<file path="config.mk">
export PLATFORM = sky130hd
export DESIGN_NAME = mgmt_gpio_ctrl_flat
export DESIGN_NICKNAME = d
export VERILOG_FILES = /design/src/rtl/mgmt_gpio_pkg.sv /design/src/rtl/mgmt_gpio_if.sv /design/src/rtl/mgmt_gpio_sync.sv /design/src/rtl/mgmt_gpio_ctrl.sv /design/src/flat_wrapper.sv
export SDC_FILE = /design/constraint.sdc
export NUM_CORES = 1
export LEC_CHECK = 0
export CAP_MARGIN = 20
export CORE_ASPECT_RATIO = 1.4
export CORE_UTILIZATION = 50
export CTS_CLUSTER_DIAMETER = 150
export DETAILED_ROUTE_END_ITERATION = 6
export GPL_ROUTABILITY_DRIVEN = 0
export PLACE_DENSITY = 0.89
export SLEW_MARGIN = 20
export SYNTH_ARGS = -nofsm -noshare
export SYNTH_HDL_FRONTEND = slang
export SYNTH_SLANG_ARGS = --single-unit
export TNS_END_PERCENT = 20
</file>
<file path="constraint.sdc">
create_clock -name wb_clk_i -period 3.39 [get_ports wb_clk_i]
set_clock_uncertainty 0.15 [all_clocks]
set_input_delay 0.678 -clock wb_clk_i [delete_from_list [all_inputs] [get_ports wb_clk_i]]
set_output_delay 0.678 -clock wb_clk_i [all_outputs]
set_load 0.03 [all_outputs]
</file>
<file path="src/rtl/mgmt_gpio_pkg.sv">
// Shared constants for the management GPIO controller.
//   - register-port geometry (address / data widths)
//   - register addresses of the housekeeping register map
//   - default line counts, output-enable reset value, warm-up terminal count
package mgmt_gpio_pkg;

    localparam int ADDR_W = 3;
    localparam int DATA_W = 32;

    // Default geometry: NPADS matches `MPRJ_IO_PADS_1, NOEB lines have
    // output-enable control.
    localparam int DEF_NPADS = 19;
    localparam int DEF_NOEB  = 3;

    localparam logic [ADDR_W-1:0] ADDR_OUT     = 3'd0;
    localparam logic [ADDR_W-1:0] ADDR_OUT_SET = 3'd1;
    localparam logic [ADDR_W-1:0] ADDR_OUT_CLR = 3'd2;
    localparam logic [ADDR_W-1:0] ADDR_OEB     = 3'd3;
    localparam logic [ADDR_W-1:0] ADDR_IN      = 3'd4;
    localparam logic [ADDR_W-1:0] ADDR_EDGE    = 3'd5;
    localparam logic [ADDR_W-1:0] ADDR_MASK    = 3'd6;
    localparam logic [ADDR_W-1:0] ADDR_RSVD    = 3'd7;

    // Every line comes out of reset as an input (oeb is active-low).
    localparam logic [DEF_NOEB-1:0] OEB_RST = '1;

    // Edge detection is enabled once the warm-up counter reaches this value.
    localparam logic [1:0] WARM_TC = 2'd3;

endpackage

</file>
<file path="src/rtl/mgmt_gpio_if.sv">
// Single-cycle housekeeping register port of the management GPIO controller.
//   wr_en / wr_addr / wr_data : one register write per asserted cycle
//   rd_en / rd_addr           : read request
//   rd_data                   : registered read data from the controller
// master = housekeeping side, slave = GPIO controller side.
interface mgmt_gpio_if;
    import mgmt_gpio_pkg::*;

    logic              wr_en;
    logic [ADDR_W-1:0] wr_addr;
    logic [DATA_W-1:0] wr_data;
    logic              rd_en;
    logic [ADDR_W-1:0] rd_addr;
    logic [DATA_W-1:0] rd_data;

    modport master (
        output wr_en, wr_addr, wr_data, rd_en, rd_addr,
        input  rd_data
    );

    modport slave (
        input  wr_en, wr_addr, wr_data, rd_en, rd_addr,
        output rd_data
    );

endinterface

</file>
<file path="src/rtl/mgmt_gpio_sync.sv">
// Parameterised-width two-flop synchroniser. This is the only logic that
// samples the asynchronous pad inputs.
//   clk        : destination clock
//   rstn       : synchronous active-low reset, clears both stages
//   data_async : asynchronous input vector
//   data_sync  : synchronised output (second stage)
module mgmt_gpio_sync #(
    parameter int WIDTH = 1
) (
    input  logic             clk,
    input  logic             rstn,
    input  logic [WIDTH-1:0] data_async,
    output logic [WIDTH-1:0] data_sync
);

    logic [WIDTH-1:0] meta_reg;
    logic [WIDTH-1:0] sync_reg;

    always_ff @(posedge clk) begin
        if (!rstn) begin
            meta_reg <= '0;
            sync_reg <= '0;
        end else begin
            meta_reg <= data_async;
            sync_reg <= meta_reg;
        end
    end

    assign data_sync = sync_reg;

endmodule

</file>
<file path="src/rtl/mgmt_gpio_ctrl.sv">
// Management-side GPIO controller feeding the management I/O buffer stage.
// Owns the registered output and output-enable vectors, synchronises the
// buffered pad inputs, latches rising edges into a sticky W1C status
// register and raises a masked level interrupt.
//   wb_clk_i      : clock
//   wb_rstn_i     : synchronous active-low reset
//   bus           : housekeeping register port (slave side)
//   mgmt_gpio_in  : buffered pad inputs (asynchronous)
//   mgmt_gpio_out : registered output values
//   mgmt_gpio_oeb : registered output enables, active-low (1 = input)
//   irq           : registered level interrupt, |(EDGE & MASK)
module mgmt_gpio_ctrl
    import mgmt_gpio_pkg::*;
#(
    parameter int NPADS = DEF_NPADS,
    parameter int NOEB  = DEF_NOEB
) (
    input  logic             wb_clk_i,
    input  logic             wb_rstn_i,
    mgmt_gpio_if.slave       bus,
    input  logic [NPADS-1:0] mgmt_gpio_in,
    output logic [NPADS-1:0] mgmt_gpio_out,
    output logic [NOEB-1:0]  mgmt_gpio_oeb,
    output logic             irq
);

    logic [NPADS-1:0]  out_reg;
    logic [NPADS-1:0]  out_next;
    logic [NOEB-1:0]   oeb_reg;
    logic [NPADS-1:0]  edge_reg;
    logic [NPADS-1:0]  edge_next;
    logic [NPADS-1:0]  mask_reg;
    logic [NPADS-1:0]  hist_reg;
    logic [1:0]        warm_reg;
    logic              irq_reg;
    logic [DATA_W-1:0] rd_data_reg;
    logic [DATA_W-1:0] rd_data_next;

    logic [NPADS-1:0]  in_sync;
    logic [NPADS-1:0]  rise;
    logic [NPADS-1:0]  wr_bits;
    logic              warm_done;
    logic              wr_out;
    logic              wr_set;
    logic              wr_clr;
    logic              wr_oeb;
    logic              wr_edge;
    logic              wr_mask;

    mgmt_gpio_sync #(
        .WIDTH (NPADS)
    ) u_sync (
        .clk        (wb_clk_i),
        .rstn       (wb_rstn_i),
        .data_async (mgmt_gpio_in),
        .data_sync  (in_sync)
    );

    // Write decode; reserved address 7 decodes to nothing.
    assign wr_bits = bus.wr_data[NPADS-1:0];
    assign wr_out  = bus.wr_en && (bus.wr_addr == ADDR_OUT);
    assign wr_set  = bus.wr_en && (bus.wr_addr == ADDR_OUT_SET);
    assign wr_clr  = bus.wr_en && (bus.wr_addr == ADDR_OUT_CLR);
    assign wr_oeb  = bus.wr_en && (bus.wr_addr == ADDR_OEB);
    assign wr_edge = bus.wr_en && (bus.wr_addr == ADDR_EDGE);
    assign wr_mask = bus.wr_en && (bus.wr_addr == ADDR_MASK);

    // Data bits above the pad count carry no meaning.
    generate
        if (NPADS < DATA_W) begin : g_unused_hi
            logic unused_wr_hi;
            assign unused_wr_hi = ^bus.wr_data[DATA_W-1:NPADS];
        end
    endgenerate

    always_comb begin
        out_next = out_reg;
        if (wr_out) begin
            out_next = wr_bits;
        end else if (wr_set) begin
            out_next = out_reg | wr_bits;
        end else if (wr_clr) begin
            out_next = out_reg & ~wr_bits;
        end
    end

    // Suppress detection until the synchroniser and history flop hold real
    // pin samples, so pins already high at reset release are not reported.
    assign warm_done = (warm_reg == WARM_TC);

    genvar gi;
    generate
        for (gi = 0; gi < NPADS; gi++) begin : g_edge
            assign rise[gi] = warm_done && in_sync[gi] && !hist_reg[gi];
            // A new edge beats a simultaneous write-1-to-clear.
            assign edge_next[gi] = rise[gi] ||
                                   (edge_reg[gi] && !(wr_edge && wr_bits[gi]));
        end
    endgenerate

    // Read mux works on current register values, so a read in the same
    // cycle as a write returns the pre-write contents.
    always_comb begin
        rd_data_next = '0;
        case (bus.rd_addr)
            ADDR_OUT:  rd_data_next = DATA_W'(out_reg);
            ADDR_OEB:  rd_data_next = DATA_W'(oeb_reg);
            ADDR_IN:   rd_data_next = DATA_W'(in_sync);
            ADDR_EDGE: rd_data_next = DATA_W'(edge_reg);
            ADDR_MASK: rd_data_next = DATA_W'(mask_reg);
            default:   rd_data_next = '0;
        endcase
    end

    always_ff @(posedge wb_clk_i) begin
        if (!wb_rstn_i) begin
            out_reg     <= '0;
            oeb_reg     <= {NOEB{OEB_RST[0]}};
            edge_reg    <= '0;
            mask_reg    <= '0;
            hist_reg    <= '0;
            warm_reg    <= '0;
            irq_reg     <= 1'b0;
            rd_data_reg <= '0;
        end else begin
            out_reg  <= out_next;
            edge_reg <= edge_next;
            hist_reg <= in_sync;
            irq_reg  <= |(edge_reg & mask_reg);
            if (wr_oeb) begin
                oeb_reg <= bus.wr_data[NOEB-1:0];
            end
            if (wr_mask) begin
                mask_reg <= wr_bits;
            end
            if (!warm_done) begin
                warm_reg <= warm_reg + 2'd1;
            end
            if (bus.rd_en) begin
                rd_data_reg <= rd_data_next;
            end
        end
    end

    assign mgmt_gpio_out = out_reg;
    assign mgmt_gpio_oeb = oeb_reg;
    assign irq           = irq_reg;
    assign bus.rd_data   = rd_data_reg;

endmodule

</file>
<file path="src/flat_wrapper.sv">
// flat-port wrapper written by rule: the top's interface ports become plain ports
module mgmt_gpio_ctrl_flat import mgmt_gpio_pkg::*;
#(
    parameter int NPADS = DEF_NPADS,
    parameter int NOEB  = DEF_NOEB
)
  (wb_clk_i, wb_rstn_i, mgmt_gpio_in, mgmt_gpio_out, mgmt_gpio_oeb, irq, bus_wr_en, bus_wr_addr, bus_wr_data, bus_rd_en, bus_rd_addr, bus_rd_data);
  mgmt_gpio_if bus_i ();
  input  logic wb_clk_i;
  input  logic wb_rstn_i;
  input  logic [NPADS-1:0] mgmt_gpio_in;
  output logic [NPADS-1:0] mgmt_gpio_out;
  output logic [NOEB-1:0] mgmt_gpio_oeb;
  output logic irq;
  input wire logic [$bits(bus_i.wr_en)-1:0] bus_wr_en;
  input wire logic [$bits(bus_i.wr_addr)-1:0] bus_wr_addr;
  input wire logic [$bits(bus_i.wr_data)-1:0] bus_wr_data;
  input wire logic [$bits(bus_i.rd_en)-1:0] bus_rd_en;
  input wire logic [$bits(bus_i.rd_addr)-1:0] bus_rd_addr;
  output wire logic [$bits(bus_i.rd_data)-1:0] bus_rd_data;
  assign bus_i.wr_en = bus_wr_en;
  assign bus_i.wr_addr = bus_wr_addr;
  assign bus_i.wr_data = bus_wr_data;
  assign bus_i.rd_en = bus_rd_en;
  assign bus_i.rd_addr = bus_rd_addr;
  assign bus_rd_data = bus_i.rd_data;
  mgmt_gpio_ctrl #(.NPADS(NPADS), .NOEB(NOEB)) u_core (.wb_clk_i(wb_clk_i), .wb_rstn_i(wb_rstn_i), .bus(bus_i), .mgmt_gpio_in(mgmt_gpio_in), .mgmt_gpio_out(mgmt_gpio_out), .mgmt_gpio_oeb(mgmt_gpio_oeb), .irq(irq));
endmodule
</file>
==> Word-level counts from Yosys, hierarchy flattened <==
Index checks and enable logic that the tools add are counted.
W data, S select, Z words.
{ "word_totals": {"ff_bits": 152, "inputBits": 61, "output_inout_bits": 55} }
{ "op_classes": {"n_addsub": 1, "eq_ne": 10, "muxes": 4, "bitwise": 4, "n_reduce_logical": 143} }
{ "op_table": {"columns": ["op", "n"], "rows": [
  ["$pmux W19 S5", 1],
  ["$logic_and A1 B1 Y1", 82],
  ["$mux W19", 3],
  ["$and A19 B19 Y19", 2],
  ["$logic_not A1 Y1", 38],
  ["$logic_or A1 B1 Y1", 19],
  ["$not A19 Y19", 1],
  ["$or A19 B19 Y19", 1],
  ["$reduce_or A19 Y1", 1],
  ["$eq A3 B3 Y1 const B", 5],
  ["$eq A3 B2 Y1 const B", 3],
  ["$logic_not A3 Y1", 2],
  ["$eq A3 B1 Y1 const B", 1],
  ["$reduce_bool A3 Y1", 1],
  ["$add A2 B1 Y2 const B", 1],
  ["$eq A2 B2 Y1 const B", 1]
]} }

==> Logic depth before layout (Yosys ltp) <==
Gate-level depths: netlist of the first run.
{ "depth": {"ltp_word": 6, "depth_mapped": 7, "depth_no_buf": 5} }

==> Cells and area by module <==
Synthesis of the first run repeated with hierarchy kept, for this count alone.
{ "unflattened": {"hier_cells": 620, "hier_area_um2": 5621.6} }
{ "by_module_without_submodules": {"columns": ["module", "n_inst", "cells_per_inst", "area_each_um2"], "rows": [
  ["mgmt_gpio_ctrl", 1, 540, 4584.4],
  ["mgmt_gpio_sync", 1, 80, 1037.2]
]} }

==> Worst setup path before layout of the first run <==
Ideal clock, no wire load.
{ "synth_path": {"path_kind": "input -> register", "startpoint": "input bus_rd_addr[0]", "endpoint": "register u_core.rd_data_reg[0] (netlist: u_core.bus.rd_data[0])", "setup_time_ns": 0.131, "arrival_ns": 1.664, "path_slack_ns": 1.445, "stages": 6, "n_path_buf": 3, "cell_sequence": "buf_4 -> and3b_1 -> buf_6 -> buf_6 -> a222oi_1 -> a31oi_1"} }
{ "synth_via": {"elab_chain_len": 2, "elab_cells_between_ends": 6, "cone_classes": "4 x eq/ne; 1 x mux; 1 x reduce/logical"} }
{ "synth_rtl": {"columns": ["item", "line_no", "text"], "rows": [
  ["start, declared", "flat_wrapper.sv:19", "input wire logic [$bits(bus_i.rd_addr)-1:0] bus_rd_addr;"],
  ["$eq A3 B3 Y1, or another cell as far along", "mgmt_gpio_ctrl.sv:105", "case (bus.rd_addr)"],
  ["$pmux W19 S5 *", "mgmt_gpio_ctrl.sv:105", null],
  ["end signal, assigned", "mgmt_gpio_ctrl.sv:140", "rd_data_reg <= rd_data_next;"],
  ["end, declared", "mgmt_gpio_ctrl.sv:36", "logic [DATA_W-1:0] rd_data_reg;"]
]} }
Mark *: on every way between the ends. The rest lies on a longest branch, timed or not.
A chain may end at the register's enable or synchronous reset.

==> Final worst setup path of the first run <==
{ "layout_path": {"startpoint": "input bus_rd_addr[1]", "endpoint": "register u_core.rd_data_reg[13] (netlist: u_core.bus.rd_data[13])"} }
The elaborated chain is that of the path after synthesis.

==> impl_metrics.toml, run 1 <==
[worst_setup_path]
worstReg2RegStart = "u_core.warm_reg[0]"
worstSetupPathType = "input pin to register"
crit_fanout = 17
required_ns = 3.59
crit_path_top_delay_cell = "and3b_1"
worstPathArrival_ns = 2.72
path_cells = "clkdlybuf4s50_1 > and3b_1 > a22o_1 > a221oi_2 > o21ai_1"
crit_path_start_kind = "input pin"
max_stage_delay_ns = 0.79
crit_start = "bus_rd_addr[1]"
end_kind = "register"
rr_worst_depth = 5

[floorplan]
rows = 45
die-width_um = 90.99
dieArea_um2 = 11520
coreArea_um2 = 10810
ios = 116
initial_core_util = 0.5127
fp.dieH_um = 126.6

[cts]
ctsHoldBuffers = 0
cts.repair.resized = 0
cts_buffer_depth = 2
clock_sinks = 139
cts_root_buf = "clkbuf_16"
cts-buffers-inserted = 17
cts_tree = "done"
cts_setup_buffers = 0
htreeDepth = 4
clkSlewWorstSetupHoldPaths_ns = 0.06
clock_latency_ns = 0.42

[synth]
synth.avg_cell_area_um2 = 9.300
netlist_top_cells_area = "dfxtp_1 50%, nand2_1 7.8%, and2_1 6.5%"
syn_inst = 596
synth_warnings = 0
synth_area_um2 = 5543
yosysMostFrequentCell = "dfxtp_1"
synth-seq-cells = 139
synth_top_cell_area_share = 0.5020
yosys.area.top_type = "dfxtp_1"
synth_ff_type = "dfxtp_1"
synth_commonest_cells = "139 x dfxtp_1, 115 x nand2_1, 58 x and2_1, 40 x nor2b_1, 33 x a21boi_0"
ys_seq_area_frac = 0.5020
ys_async_sr_fraction = 0
synth_edf_count = 0
synth_cell_type_count = 39

[placement]
dp_cells = 802
dpl_worst_slack_ns = 0.4912
dpl.hpwl_um = 9126
io_buffers = 89

[timing]
drv_slew = 0
rsz0062_at_grt = "no"
period_minus_slack_ns = 2.519
worst_pin_slew_ns = 0.9488
min_period_over_period = 0.7432
setup_viol = 0
whs_ns = 0.2810
relSlewSlack = 0.3675
setup-tns-final_ns = 0
setup_ws_ns = 0.8706
finalHoldViolations = 0
max_clock_freq_mhz = 396.9

[layout]
final_cells = 834
drive_gt1_frac = 0.1010
fin_nets = 742
diodes = 0
area_delta_synth_final_pct = 27.31

[drt]
num_vias = 4655
drt-total-wl_um = 14280
drcViolationCount = 0
ant_nets = 0
first_pass_iters = 5
drt-initial-drc-count = 533
drt-wirelength-per-cell_um = 17.12
vias_per_cell = 5.582

[worst_hold_path]
min_path_cells = 1
worstHoldPathType = "register to register"
min_from = "u_core.u_sync.meta_reg[18]"

[power]
p_leak_uw = 0.002617
pwr_density_cell_nw_per_um2 = 550.8
vdd_drop_max_uv = 405.2
p_total_uw = 3887

[status]
status = "finished, final reports clean"

[global_route]
grt_pass1_wl_um = 22590
grt_usage = 0.2545
grt_pass1_vias = 4612
grt_max_degree = 80
antenna_found_initial = 0
grt_overflow_total = 0

[flow_run]
drv_cap = 0
==> worst max-delay path: cells and delay by family <==
kind	cells	cell delay [ns]
buffers and inverters	1	0.74
AND/OR/NAND/NOR	1	0.79
AO/OA/AOI/OAI	3	0.51
==> per-layer routing <==
layer / share of wire / vias to the layer above / GRT usage
met5: 0 / - / 0
met1: 0.39 / 2183 / 0.2782
met3: 0.081 / 62 / 0.06715
met2: 0.49 / 235 / 0.4354
li1: - / 2175 / -
met4: 0.044 / 0 / 0.1634
==> layout by cell type, fill, tap and decap left out, types with 10 or more instances in the layout <==
cell type	n
dfxtp_1	139
nand2_1	115
clkdlybuf4s50_1	88
and2_1	58
nor2b_1	40
a21boi_0	33
o21ai_0	31
a21oi_1	21
nor2_1	19
clkbuf_16	17
conb_1	13
buf_4	13
a22o_1	11
a221oi_1	10
==> stage by stage <==
stage                 util  cell area (µm²)
finish              0.6528             7057
global route        0.6528             7057
CTS                 0.6528             7057
detailed placement  0.5975             6459
global placement    0.5975             6459
floorplan                -             5588
==> cell families (layout without fill, tap and decap cells) <==
logic type / count (synthesis) / count (layout) / synth area share
fa+ha+maj: 1 / 1 / 0.002257
mux: 4 / 4 / 0.007224
compound gates: 147 / 147 / 0.1923
flops: 139 / 139 / 0.5020
simple gates: 252 / 252 / 0.2366
other cells: 1 / 13 / 0.0006766
xor+xnor: 2 / 2 / 0.003161
buf+inv: 50 / 135 / 0.05576
==> cell type report <==
cell class / count / area (µm²)
fillers: 836 / 3754
flip-flops and latches: 139 / 2783
multi-input cells: 419 / 2496
repair buffers: 103 / 1003
clock buffers: 22 / 484.2
well taps: 141 / 176.4
clock inverters: 10 / 113.9
==> report_power, final <==
| group | leakage [µW] | internal, µW | switching (µW) | total, µW |
|---|---|---|---|---|
| clock network | 0.000296 | 1160 | 683 | 1840 |
| logic | 0.00119 | 142 | 181 | 323 |
| registers | 0.00113 | 1690 | 34.5 | 1720 |
==> path summary, 6_finish.rpt <==
check,end,slack (ns)
max,u_core.bus.rd_data[13],0.87
max reg2reg,u_core.edge_reg[1],1.57
min,u_core.u_sync.data_sync[18],0.28
min reg2reg,u_core.u_sync.data_sync[18],0.28
Power figures use the tool's default switching activity.
==> run 2: changes to the inputs <==
- CORE_UTILIZATION: 50 -> 46
- PLACE_DENSITY: 0.89 -> 0.87
- clock period: 3.39 -> 2.2 ns (I/O delays scaled with it)
==> run 2 against run 1 <==
- setup slack worse by 0.76 ns
- global-route usage down 0.52 points
- die area increased by 8.5%
==> impl_metrics.toml, run 2 (same netlist as run 1, synthesis figures left out) <==
[status]
status = "finished, final reports clean"

[global_route]
antenna_found_initial = 0
use_met1 = 0.2701
grt_pass1_vias = 4852
top_usage_layer = "met2"
grt_pass1_wl_um = 23640
grt_max_degree = 91
grt_usage = 0.2493
use_met2 = 0.4141
grt_overflow_total = 0
use_met3 = 0.06978

[timing]
rsz0062_at_grt = "no"
relSlewSlack = 0.6638
drv_slew = 0
setup_viol = 0
max_clock_freq_mhz = 477.6
worst_pin_slew_ns = 0.5043
finalHoldViolations = 0
period_minus_slack_ns = 2.094
min_period_over_period = 0.9518
setup_ws_ns = 0.1061

[layout]
final_common_cell = "dfxtp_1"
area_delta_synth_final_pct = 31.72
ff_latch_area_um2 = 2783
diodes = 0
nFillCells = 905
fin_nets = 761
layout_common_cells = "139 x dfxtp_1, 115 x nand2_1, 88 x clkdlybuf4s50_1"
drive_gt1_frac = 0.1208
multi_input_area_um2 = 2496

[worst_setup_path]
path_cells = "clkdlybuf4s50_1"
worstSetupPathType = "register to output port"
crit_path_start_kind = "register"
path_buf_inv = 1
crit_fanout = 2
max_stage_delay_ns = 0.70
end_kind = "output port"
worstPathArrival_ns = 1.50
cp_top_family = "buffers and inverters"
crit_path_top_delay_cell = "clkdlybuf4s50_1"
required_ns = 1.61

[drt]
drt-total-wl_um = 14820
drt-wirelength-per-cell_um = 17.25
drcViolationCount = 0
drt-initial-drc-count = 418
ant_nets = 0
num_vias = 4799
vias_per_cell = 5.587
first_pass_iters = 6

[cts]
clock_latency_ns = 0.41
clkSlewWorstSetupHoldPaths_ns = 0.05
cts_root_buf = "clkbuf_16"
cts-buffers-inserted = 17
cts_tree = "done"
htreeDepth = 4
cts_buffer_depth = 2
cts.repair.resized = 0
clock_sinks = 139
cts_setup_buffers = 9
ctsHoldBuffers = 0

[floorplan]
dieArea_um2 = 12500
ios = 116
rows = 47
coreArea_um2 = 11760
initial_core_util = 0.4713
fp.dieH_um = 131.9
die-width_um = 94.78

[worst_hold_path]
worstHoldPathType = "input pin to register"

[flow_run]
drv_cap = 0

[power]
p_total_uw = 6115
p_comb_frac = 0.087
power_frac_clock = 0.478
p_sw_uw = 1335
cellInternalPower_uw = 4780
pwr_density_cell_nw_per_um2 = 837.6
netSwitchingFraction = 0.2183
vdd_drop_max_uv = 679.8
p_leak_uw = 0.002734
p_seq_frac = 0.434

[placement]
dpl.hpwl_um = 9458
io_buffers = 89
dpl_worst_slack_ns = -0.4800
[run 2: final timing paths]
kind	start	to	slack, ns	cells after the start
hold reg to reg	u_core.u_sync.meta_reg[9]	u_core.u_sync.data_sync[9]	0.28	1
setup / recovery	u_core.bus.rd_data[18]	bus_rd_data[18]	0.11	1
hold / removal	wb_rstn_i	u_core.bus.rd_data[2]	0.24	3
setup reg to reg	u_core.warm_reg[0]	u_core.edge_reg[1]	0.42	6
[run 2: layout make-up]
type / count / area share
Sequential cell: 139 / 0.3811
Clock buffer: 26 / 0.06975
Multi-Input combinational cell: 419 / 0.3419
Tap cell: 147 / 0.02519
Timing Repair Buffer: 122 / 0.1673
Clock inverter: 6 / 0.01474
[run 2: per-stage QoR]
stage	instances	instance area (µm²)	setup TNS, ns	util	hold slack, ns
after CTS	859	7301	0	0.6207	0.2174
after detailed placement	818	6591	-7.761	0.5604	0.2709
after global routing	859	7301	0	0.6207	0.2464
after floorplan	608	5588	0	-	0.2557
after global placement	818	6591	-6.493	0.5604	0.2656
final	859	7301	0	0.6207	0.2364
[run 2: tightest hold or removal path, stage by stage]
cell and delay (ns):
buf_2 0.17, o21ai_0 0.09, a31oi_1 0.04
[run 2: power by group through the flow]
stage          registers (µW)  logic, µW  clock network, µW
3_5_place_dp             2710        510                  0
5_1_grt                  2660        572               3080
6_report                 2660        535               2920
4_1_cts                  2650        531               2950
3_3_place_gp             2700        491                  0
2_1_floorplan            2730        268                  0
[run 2: layer usage]
metal  up-vias  routed length [µm]
li1       2207                   -
met1      2274                5467
met2       252                7431
met3        66                1152
met4         0                 767
met5         -                   0
